==> src/rtl/pma_prog.sv <==
// Run-time programmable PMA checker: NUM_REGIONS base/mask regions, registered lookup stage,
// sticky first-fault capture. Optional fault counter enabled by PMA_FAULT_CNT_EN.
module pma_prog #(
   parameter int unsigned     XLEN        = 32,
   parameter int unsigned     NUM_REGIONS = 8,
   parameter logic [XLEN-1:0] RST_BASE0   = 32'h8000_0000,
   parameter logic [XLEN-1:0] RST_MASK0   = 32'h7FFF_FFFF,
   parameter int unsigned     CFG_AW      = $clog2(NUM_REGIONS*4)+1,
   localparam int unsigned    RW          = (NUM_REGIONS > 1) ? $clog2(NUM_REGIONS) : 1
) (
   input  logic              clk_i,
   input  logic              rst_ni,
   input  logic              req_valid_i,
   output logic              req_ready_o,
   input  logic [XLEN-1:0]   req_addr_i,
   input  logic [1:0]        req_type_i,
   output logic              rsp_valid_o,
   input  logic              rsp_ready_i,
   output logic              rsp_uncached_o,
   output logic              rsp_memregion_o,
   output logic              rsp_allowed_o,
   output logic [RW-1:0]     rsp_region_o,
   input  logic              cfg_we_i,
   input  logic              cfg_re_i,
   input  logic [CFG_AW-1:0] cfg_addr_i,
   input  logic [XLEN-1:0]   cfg_wdata_i,
   output logic [XLEN-1:0]   cfg_rdata_o
);

   localparam int unsigned LW = CFG_AW - 1;

   logic [XLEN-1:0] base_q [NUM_REGIONS];
   logic [XLEN-1:0] mask_q [NUM_REGIONS];
   logic [7:0]      attr_q [NUM_REGIONS];

   logic            rsp_valid_q;
   logic            rsp_uncached_q;
   logic            rsp_memregion_q;
   logic            rsp_allowed_q;
   logic [RW-1:0]   rsp_region_q;
   logic [XLEN-1:0] cfg_rdata_q;

   logic            fault_valid_q;
   logic [XLEN-1:0] fault_addr_q;
   logic [1:0]      fault_type_q;
   logic [3:0]      fault_region_q;
   logic            fault_nomatch_q;

   logic            glob;
   logic [LW-1:0]   laddr;
   logic [31:0]     ridx;
   logic [31:0]     gword;
   logic [1:0]      word;
   logic            accept;
   logic            hit;
   logic [RW-1:0]   hit_idx;
   logic [7:0]      hit_attr;
   logic            perm;
   logic            allowed;
   logic            fault;
   logic            fault_clr;
   logic [XLEN-1:0] rd_val;

`ifdef PMA_FAULT_CNT_EN
   logic [15:0]     cnt_q;
   logic            cnt_clr;
`endif

   assign glob        = cfg_addr_i[CFG_AW-1];
   assign laddr       = cfg_addr_i[LW-1:0];
   assign ridx        = 32'(laddr >> 2);
   assign gword       = 32'(laddr);
   assign word        = cfg_addr_i[1:0];
   assign req_ready_o = !rsp_valid_q || rsp_ready_i;
   assign accept      = req_valid_i && req_ready_o;

   // Lowest-index enabled region whose unmasked bits equal the request address wins.
   always_comb begin
      hit      = 1'b0;
      hit_idx  = '0;
      hit_attr = '0;
      for (int i = 0; i < int'(NUM_REGIONS); i++) begin
         if (!hit && attr_q[i][5] &&
             ((req_addr_i & ~mask_q[i]) == (base_q[i] & ~mask_q[i]))) begin
            hit      = 1'b1;
            hit_idx  = RW'(i);
            hit_attr = attr_q[i];
         end
      end
      case (req_type_i)
         2'd0:    perm = hit_attr[0];
         2'd1:    perm = hit_attr[1];
         2'd2:    perm = hit_attr[2];
         default: perm = 1'b0;
      endcase
      allowed = hit && hit_attr[3] && perm;
   end

   assign fault     = accept && !allowed;
   assign fault_clr = cfg_we_i && glob && (gword == 32'd1) && cfg_wdata_i[0];
`ifdef PMA_FAULT_CNT_EN
   assign cnt_clr   = cfg_we_i && glob && (gword == 32'd2);
`endif

   always_comb begin
      rd_val = '0;
      if (!glob) begin
         for (int i = 0; i < int'(NUM_REGIONS); i++) begin
            if (ridx == 32'(i)) begin
               case (word)
                  2'd0:    rd_val = base_q[i];
                  2'd1:    rd_val = mask_q[i];
                  2'd2:    rd_val = XLEN'(attr_q[i]);
                  default: rd_val = '0;
               endcase
            end
         end
      end else if (gword == 32'd0) begin
         rd_val = fault_addr_q;
      end else if (gword == 32'd1) begin
         rd_val = XLEN'({fault_nomatch_q, 1'b0, fault_region_q, fault_type_q, fault_valid_q});
`ifdef PMA_FAULT_CNT_EN
      end else if (gword == 32'd2) begin
         rd_val = XLEN'(cnt_q);
`endif
      end
   end

   always_ff @(posedge clk_i) begin
      if (!rst_ni) begin
         for (int i = 0; i < int'(NUM_REGIONS); i++) begin
            base_q[i] <= (i == 0) ? RST_BASE0 : '0;
            mask_q[i] <= (i == 0) ? RST_MASK0 : '0;
            attr_q[i] <= (i == 0) ? 8'h2F : 8'h00;
         end
         rsp_valid_q     <= 1'b0;
         rsp_uncached_q  <= 1'b0;
         rsp_memregion_q <= 1'b0;
         rsp_allowed_q   <= 1'b0;
         rsp_region_q    <= '0;
         cfg_rdata_q     <= '0;
         fault_valid_q   <= 1'b0;
         fault_addr_q    <= '0;
         fault_type_q    <= '0;
         fault_region_q  <= '0;
         fault_nomatch_q <= 1'b0;
      end else begin
         // Locked regions ignore writes; attr bit 6 always reads 0.
         for (int i = 0; i < int'(NUM_REGIONS); i++) begin
            if (cfg_we_i && !glob && (ridx == 32'(i)) && !attr_q[i][7]) begin
               case (word)
                  2'd0:    base_q[i] <= cfg_wdata_i;
                  2'd1:    mask_q[i] <= cfg_wdata_i;
                  2'd2:    attr_q[i] <= cfg_wdata_i[7:0] & 8'hBF;
                  default: ;
               endcase
            end
         end
         if (accept) begin
            rsp_valid_q     <= 1'b1;
            rsp_uncached_q  <= hit && hit_attr[4];
            rsp_memregion_q <= hit && hit_attr[3];
            rsp_allowed_q   <= allowed;
            rsp_region_q    <= hit_idx;
         end else if (rsp_ready_i) begin
            rsp_valid_q <= 1'b0;
         end
         if (cfg_re_i) begin
            cfg_rdata_q <= rd_val;
         end
         // A clear in the same cycle as a new fault still captures the new fault.
         if (fault && (!fault_valid_q || fault_clr)) begin
            fault_valid_q   <= 1'b1;
            fault_addr_q    <= req_addr_i;
            fault_type_q    <= req_type_i;
            fault_region_q  <= 4'(hit_idx);
            fault_nomatch_q <= !hit;
         end else if (fault_clr) begin
            fault_valid_q <= 1'b0;
         end
      end
   end

`ifdef PMA_FAULT_CNT_EN
   always_ff @(posedge clk_i) begin
      if (!rst_ni) begin
         cnt_q <= '0;
      end else if (cnt_clr) begin
         cnt_q <= fault ? 16'd1 : 16'd0;
      end else if (fault && (cnt_q != 16'hFFFF)) begin
         cnt_q <= cnt_q + 16'd1;
      end
   end
`endif

   assign rsp_valid_o     = rsp_valid_q;
   assign rsp_uncached_o  = rsp_uncached_q;
   assign rsp_memregion_o = rsp_memregion_q;
   assign rsp_allowed_o   = rsp_allowed_q;
   assign rsp_region_o    = rsp_region_q;
   assign cfg_rdata_o     = cfg_rdata_q;

endmodule

==> config.mk <==
export PLATFORM = sky130hd
export DESIGN_NAME = pma_prog
export DESIGN_NICKNAME = d
export VERILOG_FILES = /design/src/rtl/pma_prog.sv
export SDC_FILE = /design/constraint.sdc
export NUM_CORES = 1
export LEC_CHECK = 0
export ABC_AREA = 1
export CAP_MARGIN = 5
export CORE_MARGIN = 5
export CORE_UTILIZATION = 30
export DETAILED_ROUTE_END_ITERATION = 8
export SLEW_MARGIN = 20
export SYNTH_ARGS = -nofsm -noshare
export SYNTH_HDL_FRONTEND = slang
export SYNTH_SLANG_ARGS = --single-unit
==> constraint.sdc <==
create_clock -name clk_i -period 5 [get_ports clk_i]
set_clock_uncertainty 0.2 [all_clocks]
set_input_delay 1 -clock clk_i [delete_from_list [all_inputs] [get_ports clk_i]]
set_output_delay 1 -clock clk_i [all_outputs]
set_load 0.03 [all_outputs]
=== Word level (Yosys, flattened, before mapping) ===
Memories as Yosys holds them, arrays and structs flattened.
Index checks and enable logic that the tools add are counted.

* RAM bits: 568
* Bits in registers: 78
* Output and inout port bits: 40
* Memories kept: 3
* Word-level logic and storage cells: 298
* Input bits: 78

{| class="wikitable"
|+ Memories
! memory !! words !! bits a word !! read ports !! clocked after Yosys merged registers in !! write ports !! RTL line !! RTL
|-
| base_q || 8 || 32 || 8 || 0 || 8 || 32 || <nowiki>logic [XLEN-1:0] base_q [NUM_REGIONS];</nowiki>
|-
| mask_q || 8 || 32 || 8 || 0 || 8 || 33 || <nowiki>logic [XLEN-1:0] mask_q [NUM_REGIONS];</nowiki>
|-
| attr_q || 8 || 7 || 8 || 0 || 8 || 34 || <nowiki>logic [7:0] attr_q [NUM_REGIONS];</nowiki>
|}

* Multiplexer cells: 147
* Equality and inequality tests: 20
* Bitwise gates (word level): 48
* Reduce and logical (&&, ||, !) cells: 69

{| class="wikitable"
|+ Operators by type and width
! operator !! number
|-
| 32-bit two-way mux || 26
|-
| 32-bit one-hot mux with 3 select lines || 8
|-
| 32-bit AND || 16
|-
| 32-bit equality test || 8
|-
| 32-bit NOT || 8
|-
| 1-bit two-way mux || 89
|-
| 32-bit logical NOT || 2
|-
| 7-bit two-way mux || 8
|-
| 1-bit logical AND || 41
|-
| 5-bit two-way mux || 8
|-
| 1-bit OR || 24
|-
| 1-bit logical NOT || 20
|-
| 3-bit equality test (second input constant) || 4
|-
| 3-bit two-way mux || 4
|-
| 9-bit two-way mux || 1
|-
| 3-bit by 2-bit equality test with 1-bit output (second input constant) || 2
|-
| 5-bit by 1-bit equality test with 1-bit output (second input constant) || 1
|-
| 2-bit by 1-bit equality test with 1-bit output (second input constant) || 2
|-
| 2-bit equality test (second input constant) || 2
|-
| 2-bit logical NOT || 2
|-
| 2-bit two-way mux || 2
|-
| 2-bit nonzero test || 2
|-
| 3-bit by 1-bit equality test with 1-bit output (second input constant) || 1
|-
| 1-bit one-hot mux with 3 select lines || 1
|-
| 1-bit logical OR || 2
|}

=== Depth between registers and ports, before layout ===
An unclocked memory read counts as a cell.

* Word-level depth: 40
* Gate-level depth with buffers: 27
* Gate-level depth less buffers: 24

=== Worst setup path before layout ===
No wires, ideal clock.

* Kind: input port to flip-flop
* From: input cfg_addr_i[3]
* To: memory base_q[6][0], in the netlist base_q[1][64] (enable)
* Buffers on the path: 1
* Setup slack: -0.032 ns
* Data arrival time: 4.366 ns
* Stages: 5
* Data required time: 4.334 ns
* Path through: inv_1 > nor3_1 > clkbuf_1 > nand2_1 > o21ai_0

{| class="wikitable"
|+ RTL lines
! what !! RTL line !! RTL
|-
| start, declared || 25 || <nowiki>input logic [CFG_AW-1:0] cfg_addr_i,</nowiki>
|-
| end, declared || 32 ||
|}

=== Worst setup path after layout ===
* From: input req_addr_i[20]
* To: register fault_type_q[1]

* Word-level cells in the longest chain between the ends: 37
* Elaborated cells on any way between the ends: 60
* Those cells by class: eq/ne: 8; mux: 17; bitwise: 8; reduce/logical: 27

{| class="wikitable"
|+ Ends and longest elaborated chain
! what !! RTL line !! RTL
|-
| start, declared || 15 || <nowiki>input logic [XLEN-1:0] req_addr_i,</nowiki>
|-
| 32-bit AND || 84 || <nowiki>((req_addr_i & ~mask_q[i]) == (base_q[i] & ~mask_q[i]))) begin</nowiki>
|-
| 32-bit equality test || 84 ||
|-
| 1-bit logical AND || 83 || <nowiki>if (!hit && attr_q[i][5] &&</nowiki>
|-
| 1-bit two-way mux || 83 ||
|-
| 1-bit logical NOT || 83 ||
|-
| 1-bit logical AND (2 in a row) || 83 ||
|-
| 1-bit two-way mux || 83 ||
|-
| 1-bit logical NOT || 83 ||
|-
| [19 not listed] || n/a ||
|-
| 1-bit logical NOT || 83 ||
|-
| 1-bit logical AND (2 in a row) || 83 ||
|-
| 5-bit two-way mux / 1-bit two-way mux (equally long branches) || 83 ||
|-
| 1-bit one-hot mux with 3 select lines / 1-bit logical AND (equally long branches) || 90, 96 ||
|-
| 1-bit logical AND * || 96 || <nowiki>allowed = hit && hit_attr[3] && perm;</nowiki>
|-
| 1-bit logical NOT * || 99 || <nowiki>assign fault = accept && !allowed;</nowiki>
|-
| 1-bit logical AND * || 99 ||
|-
| 1-bit logical AND * || 172 || <nowiki>if (fault && (!fault_valid_q || fault_clr)) begin</nowiki>
|-
| end signal, assigned || 175 || <nowiki>fault_type_q <= req_type_i;</nowiki>
|-
| end, declared || 45 || <nowiki>logic [1:0] fault_type_q;</nowiki>
|}

Every way passes the cells marked *; elsewhere a longest branch is shown, timed or not.
A chain may end at the register's enable or synchronous reset.

==> results.cfg <==
[cells_and_area]
multiInputGateArea_sq_mm = 0.01219
instances_no_fill = 5764
area_growth_pct = 18.71
post-route-cell-area_sq_mm = 0.04002
fin_nets = 4283
regArea_sq_mm = 0.01862
drive_above_1_share_pct = 9.554
num-fill-cells = 11490

[detailed_routing]
ant_nets = 0
viasPerCell = 5.258
first_iter_violations = 4017
vias = 30310
drc = 0
dr.pass1.iters = 9
routed_wl_microns = 136200
top_layer_used = met5
wl_per_cell_microns = 23.63
met3_length_microns = 13210
wl_met2_microns = 62090
wl_met1_microns = 54250

[global_route]
grt_max_degree = 80
antenna_found_initial = 8
grt_pass1_wl_microns = 193100
track_usage_pct = 21.88
first_global_vias = 27920
grt_remaining_overflow = 0

[critical_path]
start_kind = input port
crit_top_cell = nand2_1
required_ns = 5.35
worstSetupEndpointType = register
crit_slowest_cell = clkdlybuf4s50_1
cp_max_fo = 13
cp.arrival_ns = 4.83
criticalPathCategory = in2reg
max_stage_delay_ns = 0.64

[power]
pwr-share-clk_pct = 39.8
cellPowerDensity_mw_per_mm2 = 326.0
p_leak_nw = 15.82
p_switching_w = 0.003510
switching_share_pct = 26.90
p_int_w = 0.009537
comb_power_share_pct = 12.5
seqPwrFrac_pct = 47.6
max-vdd-ir-drop_uv = 205.0

[yosys]
yosys_warnings = 0
synth.distinct_cells = 55
synth_ff_type = edfxtp_1
ys_seq_elements = 646
syn_area_sq_mm = 0.03371
ys_async_sr_fraction_pct = 0
synth_top_cell_area_share_pct = 50.60
synth_nets = 4092
synth_edf_count = 568
synth_most_common_cell = nand2_1
synthTopCellsByCount = nand2_1, nor2_1, edfxtp_1
ys_seq_area_share_pct = 55.23
synth_top_cell_by_area = edfxtp_1
synthCells = 4014
netlist_top_cells_area = edfxtp_1, nand2_1, nor2_1
avgSynthCellArea_sq_um = 8.398

[placed_design]
dp_hpwl_microns = 100700
dp_cells = 5629
io_buffers = 117
place_congestion = 0.9811
place_area_sq_mm = 0.03775

[clocking]
clockRootBuffer = clkbuf_16
htree_levels = 3
cts_setup_buffers = 0
clk_path_buf_depth = 3
cts_tree = yes
cts_num_sinks = 646
clk_pin_slew_ns = 0.06
cts_resized = 0
clk_latency_ns = 0.64
cts_hold_buf = 0
cts_buffers = 74

[timing]
timing.hold.ws_ns = 0.2668
max_freq_ghz = 0.2230
hold_viol_final = 0
final-setup-viol-count = 0
rsz0062_at_grt = false
maxSlewViolCount = 0
post-route-min-period_ns = 4.484
finalCritPeriodShare_pct = 89.68
worstMarginPinSlew_ns = 0.8124
max_slew_margin_pct = 45.71

[die]
die_area_sq_mm = 0.1192
core-area_sq_mm = 0.1120
start_util_pct = 30.09
row_count = 123
die_w_microns = 345.2
die_y_microns = 345.2
ioPinCount = 118

[min_path]
hold_path_class = reg2reg

[flow_run]
cap_violations = 0

[outcome]
outcome = finished clean
==> cell usage in the layout, fill, tap and decap left out, types with 78 or more instances in the layout <==
cell	instances
clkdlybuf4s50_1	116
o21ai_1	79
nand2_1	913
dfxtp_1	78
nand3_1	143
nor2_1	581
nand4_1	90
o21ai_0	228
inv_1	500
edfxtp_1	568
buf_4	198
a21oi_1	268
==> per-stage QoR <==
step | setup TNS [ns] | power, W | util, % | setup slack, ns
finish | 0 | 0.01305 | 35.72 | 0.5160
floorplan | -2.020 | 0.007142 | - | -0.03156
global route | 0 | 0.01346 | 35.71 | 0.3717
global placement | 0 | 0.007916 | 33.70 | 0.03464
CTS | 0 | 0.01307 | 35.71 | 0.6476
detailed placement | 0 | 0.007929 | 33.70 | 0.02137
==> layout make-up <==
class	instances	share of cell area [%]
antenna	4	0.02501
clock buffer	98	5.096
clock inverter	33	0.5378
inverter	540	5.090
multi-input combinational	2610	30.47
sequential	646	46.52
tap	1500	4.690
timing repair buffer	333	7.567
==> cell families (layout without fill, tap and decap cells) <==
logic type	Yosys count	after routing	share of synthesized area [%]
other	0	4	0
AOI/OAI and AO/OA	770	770	12.92
and+or+nand+nor	1840	1840	22.93
buffers and inverters	758	1004	8.930
DFF	646	646	55.23
==> worst max-delay path: cells and delay by family <==
kind,cells,cell delay (ns)
simple gates,21,2.26
buf+inv,7,1.57
==> layer usage <==
| metal | GRT usage (%) | vias up |
|---|---|---|
| li1 | - | 13840 |
| met1 | 28.85 | 14600 |
| met2 | 35.29 | 1567 |
| met3 | 4.281 | 288 |
| met4 | 9.150 | 8 |
| met5 | 0 | - |
==> path summary, 6_finish.rpt <==
kind	slack, ns	depth (start not counted)	endpoint	start
max reg2reg	1.25	22	fault_type_q[1]	base_q[0][18]
min	0.27	2	rsp_uncached_o	rsp_uncached_o
min reg2reg	0.27	2	rsp_uncached_o	rsp_uncached_o
max	0.52	28	fault_type_q[1]	req_addr_i[20]
==> registers in the layout (all words and copies together) (netlist names), 2 cells and up <==
register / cells
fault_region_q: 3
fault_addr_q: 32
base_q: 256
rsp_region_o: 3
fault_type_q: 2
mask_q: 256
attr_q: 56
cfg_rdata_o: 32
==> power groups by stage <==
| stage | sequential [W] | combinational, W | clock [W] |
|---|---|---|---|
| finish | 0.00621 | 0.00164 | 0.00520 |
| global route | 0.00624 | 0.00174 | 0.00548 |
| CTS | 0.00621 | 0.00161 | 0.00524 |
| detailed placement | 0.00632 | 0.00161 | 0 |
| global placement | 0.00632 | 0.00160 | 0 |
| floorplan | 0.00633 | 0.000808 | 0 |
Power figures use the tool's default switching activity.
